## config.mk

```make
export PLATFORM = sky130hd
export DESIGN_NAME = imem_fetch_arbiter
export DESIGN_NICKNAME = d
export VERILOG_FILES = /design/src/rtl/imem_fetch_arbiter.sv
export SDC_FILE = /design/constraint.sdc
export NUM_CORES = 1
export LEC_CHECK = 0
export BUFFER_PORTS_ARGS = -buffer_cell sky130_fd_sc_hd__clkbuf_2
export CAP_MARGIN = 20
export CORE_MARGIN = 4
export CORE_UTILIZATION = 41
export DETAILED_ROUTE_END_ITERATION = 7
export GPL_TIMING_DRIVEN = 0
export PLACE_DENSITY = 0.8
export SYNTH_ARGS = -nofsm -noshare
export SYNTH_HDL_FRONTEND = slang
export SYNTH_SLANG_ARGS = --single-unit
```

## constraint.sdc

```tcl
create_clock -name clk -period 1.8 [get_ports clk]
set_clock_uncertainty 0.1 [all_clocks]
set_input_delay 0.18 -clock clk [delete_from_list [all_inputs] [get_ports clk]]
set_output_delay 0.18 -clock clk [all_outputs]
set_load 0.01 [all_outputs]
```

## src/rtl/imem_fetch_arbiter.sv

```systemverilog
// Fetch/debug arbiter for the shared instruction-memory read port.
// Optional IMEM_ARB_ALIGN_CHK_EN: misaligned requests return err=1 and a NOP.
module imem_fetch_arbiter #(
   parameter int ADDR_W   = 64,
   parameter int MAX_WAIT = 8,
   parameter int WAIT_W   = $clog2(MAX_WAIT+1)
) (
   input  logic              clk,
   input  logic              rst_n,
   input  logic              f_req_valid,
   input  logic [ADDR_W-1:0] f_req_addr,
   output logic              f_req_ready,
   output logic              f_resp_valid,
   output logic [31:0]       f_resp_data,
   input  logic              f_resp_ready,
   input  logic              f_flush,
   input  logic              d_req_valid,
   input  logic [ADDR_W-1:0] d_req_addr,
   output logic              d_req_ready,
   output logic              d_resp_valid,
   output logic [31:0]       d_resp_data,
   input  logic              d_resp_ready,
`ifdef IMEM_ARB_ALIGN_CHK_EN
   output logic              f_resp_err,
   output logic              d_resp_err,
`endif
   output logic [ADDR_W-1:0] mem_addr,
   input  logic [31:0]       mem_rdata,
   output logic [WAIT_W-1:0] d_starve_cnt
);

   localparam logic [WAIT_W-1:0] CNT_MAX = WAIT_W'(MAX_WAIT);
   localparam logic [31:0]       NOP     = 32'h0000_0013;

   logic              elig_f, elig_d, force_d;
   logic              grant_f, grant_d;
   logic              f_mis, d_mis;
   logic              f_valid_q, f_valid_d;
   logic              d_valid_q, d_valid_d;
   logic [31:0]       f_data_q, f_data_d;
   logic [31:0]       d_data_q, d_data_d;
   logic [ADDR_W-1:0] addr_q, addr_d;
   logic [WAIT_W-1:0] cnt_q, cnt_d;

`ifdef IMEM_ARB_ALIGN_CHK_EN
   logic f_err_q, f_err_d;
   logic d_err_q, d_err_d;
   assign f_mis = |f_req_addr[1:0];
   assign d_mis = |d_req_addr[1:0];
`else
   assign f_mis = 1'b0;
   assign d_mis = 1'b0;
`endif

   always_comb begin
      elig_f  = f_req_valid & ~f_flush & (~f_valid_q | f_resp_ready);
      elig_d  = d_req_valid & (~d_valid_q | d_resp_ready);
      force_d = elig_d & (cnt_q == CNT_MAX);
      grant_d = force_d | (elig_d & ~elig_f);
      grant_f = elig_f & ~force_d;
   end

   // Misaligned grants leave the memory address untouched.
   always_comb begin
      addr_d = addr_q;
      if (grant_f & ~f_mis) begin
         addr_d = f_req_addr;
      end else if (grant_d & ~d_mis) begin
         addr_d = d_req_addr;
      end
   end

   always_comb begin
      f_valid_d = f_valid_q;
      f_data_d  = f_data_q;
      d_valid_d = d_valid_q;
      d_data_d  = d_data_q;
      if (f_flush) begin
         f_valid_d = 1'b0;
      end else if (grant_f) begin
         f_valid_d = 1'b1;
         f_data_d  = f_mis ? NOP : mem_rdata;
      end else if (f_resp_ready) begin
         f_valid_d = 1'b0;
      end
      if (grant_d) begin
         d_valid_d = 1'b1;
         d_data_d  = d_mis ? NOP : mem_rdata;
      end else if (d_resp_ready) begin
         d_valid_d = 1'b0;
      end
   end

`ifdef IMEM_ARB_ALIGN_CHK_EN
   always_comb begin
      f_err_d = f_err_q;
      d_err_d = d_err_q;
      if (grant_f) f_err_d = f_mis;
      if (grant_d) d_err_d = d_mis;
   end
`endif

   always_comb begin
      cnt_d = cnt_q;
      if (~d_req_valid | grant_d) begin
         cnt_d = '0;
      end else if (elig_d & (cnt_q != CNT_MAX)) begin
         cnt_d = cnt_q + 1'b1;
      end
   end

   always_ff @(posedge clk or negedge rst_n) begin
      if (!rst_n) begin
         f_valid_q <= 1'b0;
         f_data_q  <= '0;
         d_valid_q <= 1'b0;
         d_data_q  <= '0;
         addr_q    <= '0;
         cnt_q     <= '0;
      end else begin
         f_valid_q <= f_valid_d;
         f_data_q  <= f_data_d;
         d_valid_q <= d_valid_d;
         d_data_q  <= d_data_d;
         addr_q    <= addr_d;
         cnt_q     <= cnt_d;
      end
   end

`ifdef IMEM_ARB_ALIGN_CHK_EN
   always_ff @(posedge clk or negedge rst_n) begin
      if (!rst_n) begin
         f_err_q <= 1'b0;
         d_err_q <= 1'b0;
      end else begin
         f_err_q <= f_err_d;
         d_err_q <= d_err_d;
      end
   end
   assign f_resp_err = f_err_q;
   assign d_resp_err = d_err_q;
`endif

   assign f_req_ready  = grant_f;
   assign d_req_ready  = grant_d;
   assign f_resp_valid = f_valid_q;
   assign f_resp_data  = f_data_q;
   assign d_resp_valid = d_valid_q;
   assign d_resp_data  = d_data_q;
   assign mem_addr     = addr_d;
   assign d_starve_cnt = cnt_q;

endmodule

```

==> results of run 1 <==
==> worst max path at each step <==
| stage | start | endpoint | slack [ns] | depth (start not counted) |
|---|---|---|---|---|
| final | d_starve_cnt[0]$_DFFE_PN0P_ | mem_addr[36] | -0.81 | 9 |
| after global routing | d_starve_cnt[0]$_DFFE_PN0P_ | mem_addr[38] | -0.87 | 9 |
| after CTS | d_starve_cnt[0]$_DFFE_PN0P_ | mem_addr[37] | -0.77 | 9 |
| after floorplan | d_starve_cnt[0]$_DFFE_PN0P_ | d_resp_data[22]$_DFFE_PN0P_ | -0.21 | 7 |
| after global placement | rst_n | f_resp_data[28]$_DFFE_PN0P_ | -1.50 | 1 |
| after detailed placement | d_starve_cnt[0]$_DFFE_PN0P_ | mem_addr[37] | -0.95 | 8 |
==> layout make-up <==
class,count,area (sq um)
Clock buffer,21,470.5
Buffer,23,312.8
Fill cell,578,2138
Multi-Input combinational cell,224,2937
Inverter,5,21.27
Tap cell,176,220.2
Clock inverter,11,123.9
Sequential cell,134,3353
Timing Repair Buffer,458,3771
==> registers in the layout (all words and copies together) (netlist names) <==
register	count
d_starve_cnt	4
f_resp_data	32
d_resp_data	32
d_resp_valid	1
addr_q	64
f_resp_valid	1
==> power by group through the flow <==
stage          registers, uW  clock network [uW]  logic, uW
2_1_floorplan           3860                   0       1030
3_3_place_gp            3740                   0       2060
3_5_place_dp            3770                   0       2130
4_1_cts                 3750                3510       2920
5_1_grt                 3860                3670       3780
6_report                3820                3520       3620
==> routing by layer <==
metal	vias up	wire, um
met4	0	924
met5	-	0
met1	2879	9454
met3	77	2162
met2	360	14210
li1	2400	-
==> synth_stat cells <==
cell type,count,area [sq um]
buf_6,7,78.83
a21oi_1,3,15.01
mux2_1,9,101.4
buf_4,1,7.510
nor2b_1,3,18.77
o21ai_0,3,15.01
buf_2,6,30.03
clkbuf_1,11,41.29
nand2b_4,1,13.76
o221a_2,46,518.0
ha_1,2,25.02
or4_1,1,7.510
o221a_1,18,202.7
nor3_1,1,5.000
nand3_1,4,20.02
or2_2,64,400.4
nor3b_1,1,7.510
a31o_1,1,8.760
nand2_1,6,22.52
and3b_4,1,12.51
inv_1,5,18.77
o311ai_4,1,26.28
mux2_2,55,619.3
a31oi_1,1,6.260
dfrtp_1,134,3353
nand2b_1,3,18.77
buf_8,2,30.03
==> kinds of logic after synthesis <==
logic type | after synthesis
compound gates | 73
mux | 64
simple gates | 85
buf+inv | 32
fa+ha+maj | 2
flops | 134
==> repair_timing <==
item,in CTS,in global routing
gates cloned,13,1
endpoints found under the hold margin,247,0
hold buffers,82,0
endpoints found under the setup margin,199,198
buffers inserted,35,33
pin swaps,7,9
resized for setup,192,224
==> critical path: stages, from the launching register on <==
cell      delay, ns
dfrtp_1        0.37
inv_2          0.07
ha_4           0.16
and3b_4        0.20
o311ai_4       0.27
buf_6          0.24
buf_8          0.15
or2_2          0.12
o221a_2        0.22
buf_6          0.11
==> metrics by stage <==
step                      power [uW]    util  std cells  setup TNS (ns)
after detailed placement        5900  0.5747        869         -102.45
final                          10960  0.8398       1052          -84.82
after floorplan                 4886       -        390          -26.08
after global routing           11310  0.8398       1052          -96.97
after global placement          5803  0.5720        868         -289.42
after CTS                      10180  0.7777       1027          -74.60
==> flow_metrics.env, run 1 <==
export IMPL_outcome="finished, violations left"
export IMPL_failed_checks="negative setup slack"
export IMPL_drt_pre_antenna_iters=5
export IMPL_vias=5716
export IMPL_clk_pin_slew_ns=0.06
export IMPL_timing_hold_violations_final=0
export IMPL_dieArea_sq_mm=0.01566
export IMPL_netSwitchingFraction=0.2888
export IMPL_numPortBuffers=302
export IMPL_synth_adder_area_share=0.004449
export IMPL_worstPathRequired_ns=1.52
export IMPL_ff2ff_path_depth=11
export IMPL_vias_per_cell=5.433
export IMPL_num_io_pins=303
export IMPL_min_delay_path_class="input port to flop"
export IMPL_syn_area_per_cell_sq_um=14.42
export IMPL_r2r_end="d_resp_data[21]$_DFFE_PN0P_"
export IMPL_switchingPower_uw=3165
export IMPL_antenna_left=0
export IMPL_finalMaxSlewViolations=0
export IMPL_fin_crit_ns=2.611
export IMPL_synth_area_sq_mm=0.005624
export IMPL_synth_compound_area_frac=0.1408
export IMPL_path_class="flop to output pin"
export IMPL_pwr_share_clk=0.321
export IMPL_gr_usage_met2=0.5096
export IMPL_grt_max_degree=108
export IMPL_reg2reg_from="d_starve_cnt[0]$_DFFE_PN0P_"
export IMPL_worstSetupEndpointType="output pin"
export IMPL_final_common_cell="clkbuf_2"
export IMPL_maxCapViolCount=0
export IMPL_gp_congestion=0.8784
export IMPL_core_sq_mm=0.01335
export IMPL_pre_cts_ws_ns=-0.9502
export IMPL_synth_seq_cells=134
export IMPL_rsz0062_at_grt="yes"
export IMPL_clk_root_buffer_cell="clkbuf_16"
export IMPL_grt_pass1_wl_um=35080
export IMPL_yosysWarningCount=0
export IMPL_p_comb_frac=0.330
export IMPL_met3_usage=0.09851
export IMPL_fin_crit_sh=1.450
export IMPL_ir_drop_mv=0.7986
export IMPL_die_w_um=125.1
export IMPL_mostFrequentLayoutCells="236 x clkbuf_2, 134 x dfrtp_1, 104 x buf_6, 82 x dlygate4sd3_1, 63 x mux2_4"
export IMPL_fmax_ghz=0.3830
export IMPL_slew_headroom=0.5949
export IMPL_areaGrowthSynthToFinish_pct=99.31
export IMPL_final_cell_area_sq_mm=0.01121
export IMPL_gr_usage_met1=0.3173
export IMPL_cts_tree="yes"
export IMPL_p_int_uw=7793
export IMPL_die_h_um=125.1
export IMPL_seq_power_share=0.348
export IMPL_synthSimpleGateAreaFrac=0.09366
export IMPL_yosysUniqueCellTypes=27
export IMPL_clock_path_buffers=2
export IMPL_drc_errors=0
export IMPL_dp_hpwl_um=13200
export IMPL_min_to="d_starve_cnt[1]$_DFFE_PN0P_"
export IMPL_initial_utilization=0.4214
export IMPL_r2r_slack_ns=-0.60
export IMPL_path_max_fanout=8
export IMPL_grt_ovfl_total=0
export IMPL_clk_latency_ns=0.42
export IMPL_final_nets=1032
export IMPL_grt_busiest_layer="met2"
export IMPL_grt_usage=0.2870
export IMPL_routed_wl_um=26750
export IMPL_cts_buffers=17
export IMPL_setup_ws_ns=-0.8108
export IMPL_drt_initial_drc_count=396
export IMPL_power_density_mw_per_mm2=977.5
export IMPL_htree_levels=4
export IMPL_n_antenna_cell=0
export IMPL_whs_ns=0.02981
export IMPL_syn_nets=559
export IMPL_synth_top_family_by_area="compound AO/OA/AOI/OAI gates"
export IMPL_total_leakage_power_uw=0.005455
export IMPL_hold_depth=4
export IMPL_crit_arrival_ns=2.33
export IMPL_synthXorXnorAreaFrac=0
export IMPL_setup_viol=198
export IMPL_cp_start_kind="flop"
export IMPL_synth_seq_area_share=0.5962
export IMPL_dpl_cell_area_sq_mm=0.007671
export IMPL_postSynthCellCount=390
export IMPL_rows=42
export IMPL_grt_pass1_vias=6236
export IMPL_wl_per_cell_um=25.43
export IMPL_drive_gt1_frac=0.7215
export IMPL_antenna_found_initial=0
export IMPL_clock_sinks=134
export IMPL_tightest_slew_ns=0.6030
export IMPL_min_from="d_resp_ready"
export IMPL_synth_mux_area_frac=0.1281
No activity file was read; power rests on OpenSTA's default activity.
==> run 2: changes to the inputs <==
Settings changed: CORE_MARGIN 4 to 1, MAX_ROUTING_LAYER set to met4, RECOVER_POWER set to 50.
==> run 2 against run 1 <==
  * The flow still finishes with violations (negative setup slack)
  * Global-route usage is 2.7 points higher
  * First-iteration DRC count is 39% lower
  * Design area is 2.7% lower
  * Sequential power hardly changed
  * Clock-buffer cell count is 3 lower
  * Combinational power is 8.3% lower
  * Critical endpoint is now mem_addr[19]
  * Register-to-register slack better by 0.03 ns
  * Die area is 9.4% lower
==> flow_metrics.env, run 2 (synthesis results as in run 1) <==
export IMPL_largest_reg_flops=64
export IMPL_total_leakage_power_uw=0.005336
export IMPL_die_h_um=119.1
export IMPL_drt_initial_drc_count=242
export IMPL_worstSetupEndpointType="output pin"
export IMPL_crit_path_cell_trace="inv_2, ha_4, and3b_4, o311ai_4, buf_6, clkbuf_8, or2_2, o221a_4, clkbuf_2"
export IMPL_maxCapViolCount=0
export IMPL_die_w_um=119.1
export IMPL_grt_pass1_wl_um=32740
export IMPL_setup_viol=252
export IMPL_power_density_mw_per_mm2=985.0
export IMPL_num_io_pins=303
export IMPL_cts_buffers=17
export IMPL_failed_checks="negative setup slack"
export IMPL_tightest_slew_ns=1.225
export IMPL_core_sq_mm=0.01330
export IMPL_clk_root_buffer_cell="clkbuf_16"
export IMPL_final_common_cell="clkbuf_2"
export IMPL_drt_pre_antenna_iters=4
export IMPL_final_cell_area_sq_mm=0.01091
export IMPL_fin_crit_sh=1.437
export IMPL_whs_ns=0.03208
export IMPL_finalMaxSlewViolations=0
export IMPL_vias_per_cell=5.329
export IMPL_wl_per_cell_um=22.46
export IMPL_crit_arrival_ns=2.31
export IMPL_fmax_ghz=0.3866
export IMPL_rows=42
export IMPL_vias=5574
export IMPL_mostFrequentLayoutCells="256 x clkbuf_2, 134 x dfrtp_1, 75 x dlygate4sd3_1, 64 x o221a_4, 64 x mux2_4"
export IMPL_timing_hold_violations_final=0
export IMPL_path_max_fanout=7
export IMPL_gr_usage_met1=0.3284
export IMPL_gr_usage_met2=0.5629
export IMPL_met3_usage=0.06274
export IMPL_min_delay_path_class="input port to flop"
export IMPL_fin_crit_ns=2.586
export IMPL_grt_max_degree=117
export IMPL_clk_latency_ns=0.42
export IMPL_outcome="finished, violations left"
export IMPL_cp_slowest_stage_delay_ns=0.37
export IMPL_path_delay_family="buffers and inverters"
export IMPL_htree_levels=4
export IMPL_antenna_left=0
export IMPL_worstPathRequired_ns=1.52
export IMPL_slowest_stage="dfrtp_1"
export IMPL_cp_num_buf_inv=4
export IMPL_grt_busiest_layer="met2"
export IMPL_n_antenna_cell=0
export IMPL_dp_hpwl_um=11720
export IMPL_top_register="addr_q"
export IMPL_final_core_util=0.8207
export IMPL_grt_pass1_vias=6008
export IMPL_dieArea_sq_mm=0.01419
export IMPL_slew_headroom=0.1832
export IMPL_cts_tree="yes"
export IMPL_drc_errors=0
export IMPL_ir_drop_mv=0.7132
export IMPL_grt_ovfl_total=0
export IMPL_initial_utilization=0.4230
export IMPL_clock_sinks=134
export IMPL_clk_pin_slew_ns=0.06
export IMPL_setup_ws_ns=-0.7864
export IMPL_antenna_found_initial=0
export IMPL_path_class="flop to output pin"
export IMPL_rsz0062_at_grt="yes"
export IMPL_cp_start_kind="flop"
export IMPL_numPortBuffers=302
export IMPL_drive_gt1_frac=0.7184
export IMPL_areaGrowthSynthToFinish_pct=94.02
export IMPL_dpl_cell_area_sq_mm=0.007671
export IMPL_gp_congestion=0.8715
export IMPL_final_nets=1026
export IMPL_grt_usage=0.3143
export IMPL_routed_wl_um=23500
export IMPL_clock_path_buffers=2
==> run 2: final cells by class <==
| cell class | instances | area, sq um |
|---|---|---|
| Timing Repair Buffer | 451 | 3408 |
| Inverter | 5 | 18.77 |
| Fill cell | 647 | 2384 |
| Clock buffer | 18 | 439.2 |
| Tap cell | 176 | 220.2 |
| Clock inverter | 14 | 175.2 |
| Multi-Input combinational cell | 224 | 2974 |
| Sequential cell | 134 | 3353 |
| Buffer | 24 | 322.8 |
==> run 2: layer usage <==
metal | vias up | part of all wire | wire length [um]
li1 | 2392 | - | -
met1 | 2795 | 0.34 | 8036
met2 | 297 | 0.56 | 13090
met3 | 90 | 0.056 | 1312
met4 | 0 | 0.045 | 1056
met5 | - | 0 | 0
==> run 2: worst paths after layout <==
| check | startpoint | endpoint | slack [ns] | cells past startpoint |
|---|---|---|---|---|
| min in group asynchronous | rst_n | addr_q[47]$_DFF_PN0_ | 0.47 | 2 |
| worst min-delay path | d_req_valid | d_starve_cnt[1]$_DFFE_PN0P_ | 0.03 | 3 |
| worst min register to register | d_resp_data[14]$_DFFE_PN0P_ | d_resp_data[14]$_DFFE_PN0P_ | 0.41 | 1 |
| worst max register to register | d_starve_cnt[1]$_DFFE_PN0P_ | d_resp_data[3]$_DFFE_PN0P_ | -0.57 | 11 |
| max in group asynchronous | rst_n | addr_q[63]$_DFF_PN0_ | -0.03 | 3 |
| worst max-delay path | d_starve_cnt[1]$_DFFE_PN0P_ | mem_addr[19] | -0.79 | 9 |
==> run 2: through the flow <==
step	setup WS (ns)	instances	setup TNS, ns	power, uW
floorplan	-0.2115	390	-26.08	4886
global placement	-1.508	868	-283.63	5767
detailed placement	-0.7336	869	-94.26	5861
CTS	-0.7434	1029	-70.22	10290
global route	-0.8268	1046	-116.63	11100
finish	-0.7864	1046	-82.61	10750
==> run 2: report_power, final <==
part | switching (uW) | total (uW) | leakage [uW] | internal [uW]
combinational | 1370 | 3320 | 0.00351 | 1950
sequential | 309 | 3810 | 0.00154 | 3500
clock | 1390 | 3620 | 0.000293 | 2230
total | 3070 | 10700 | 0.00534 | 7680
==> run 2: what timing repair did <==
action                                 in CTS  in global routing
endpoints found under the hold margin     242                  0
cloned                                     10                  3
setup buffers                              44                 23
setup endpoints to repair                 197                198
pin swaps                                   5                  4
resized for setup                         202                127
hold buffers                               75                  0
==> run 2: worst reg2reg max path, stage by stage (launching register included) <==
cell and delay [ns]:
dfrtp_1 0.37, inv_2 0.06, ha_4 0.15, and3b_4 0.20, o311ai_4 0.27, buf_6 0.22, buf_8 0.15, buf_6 0.09
buf_6 0.09, buf_8 0.13, buf_8 0.14, mux2_4 0.31
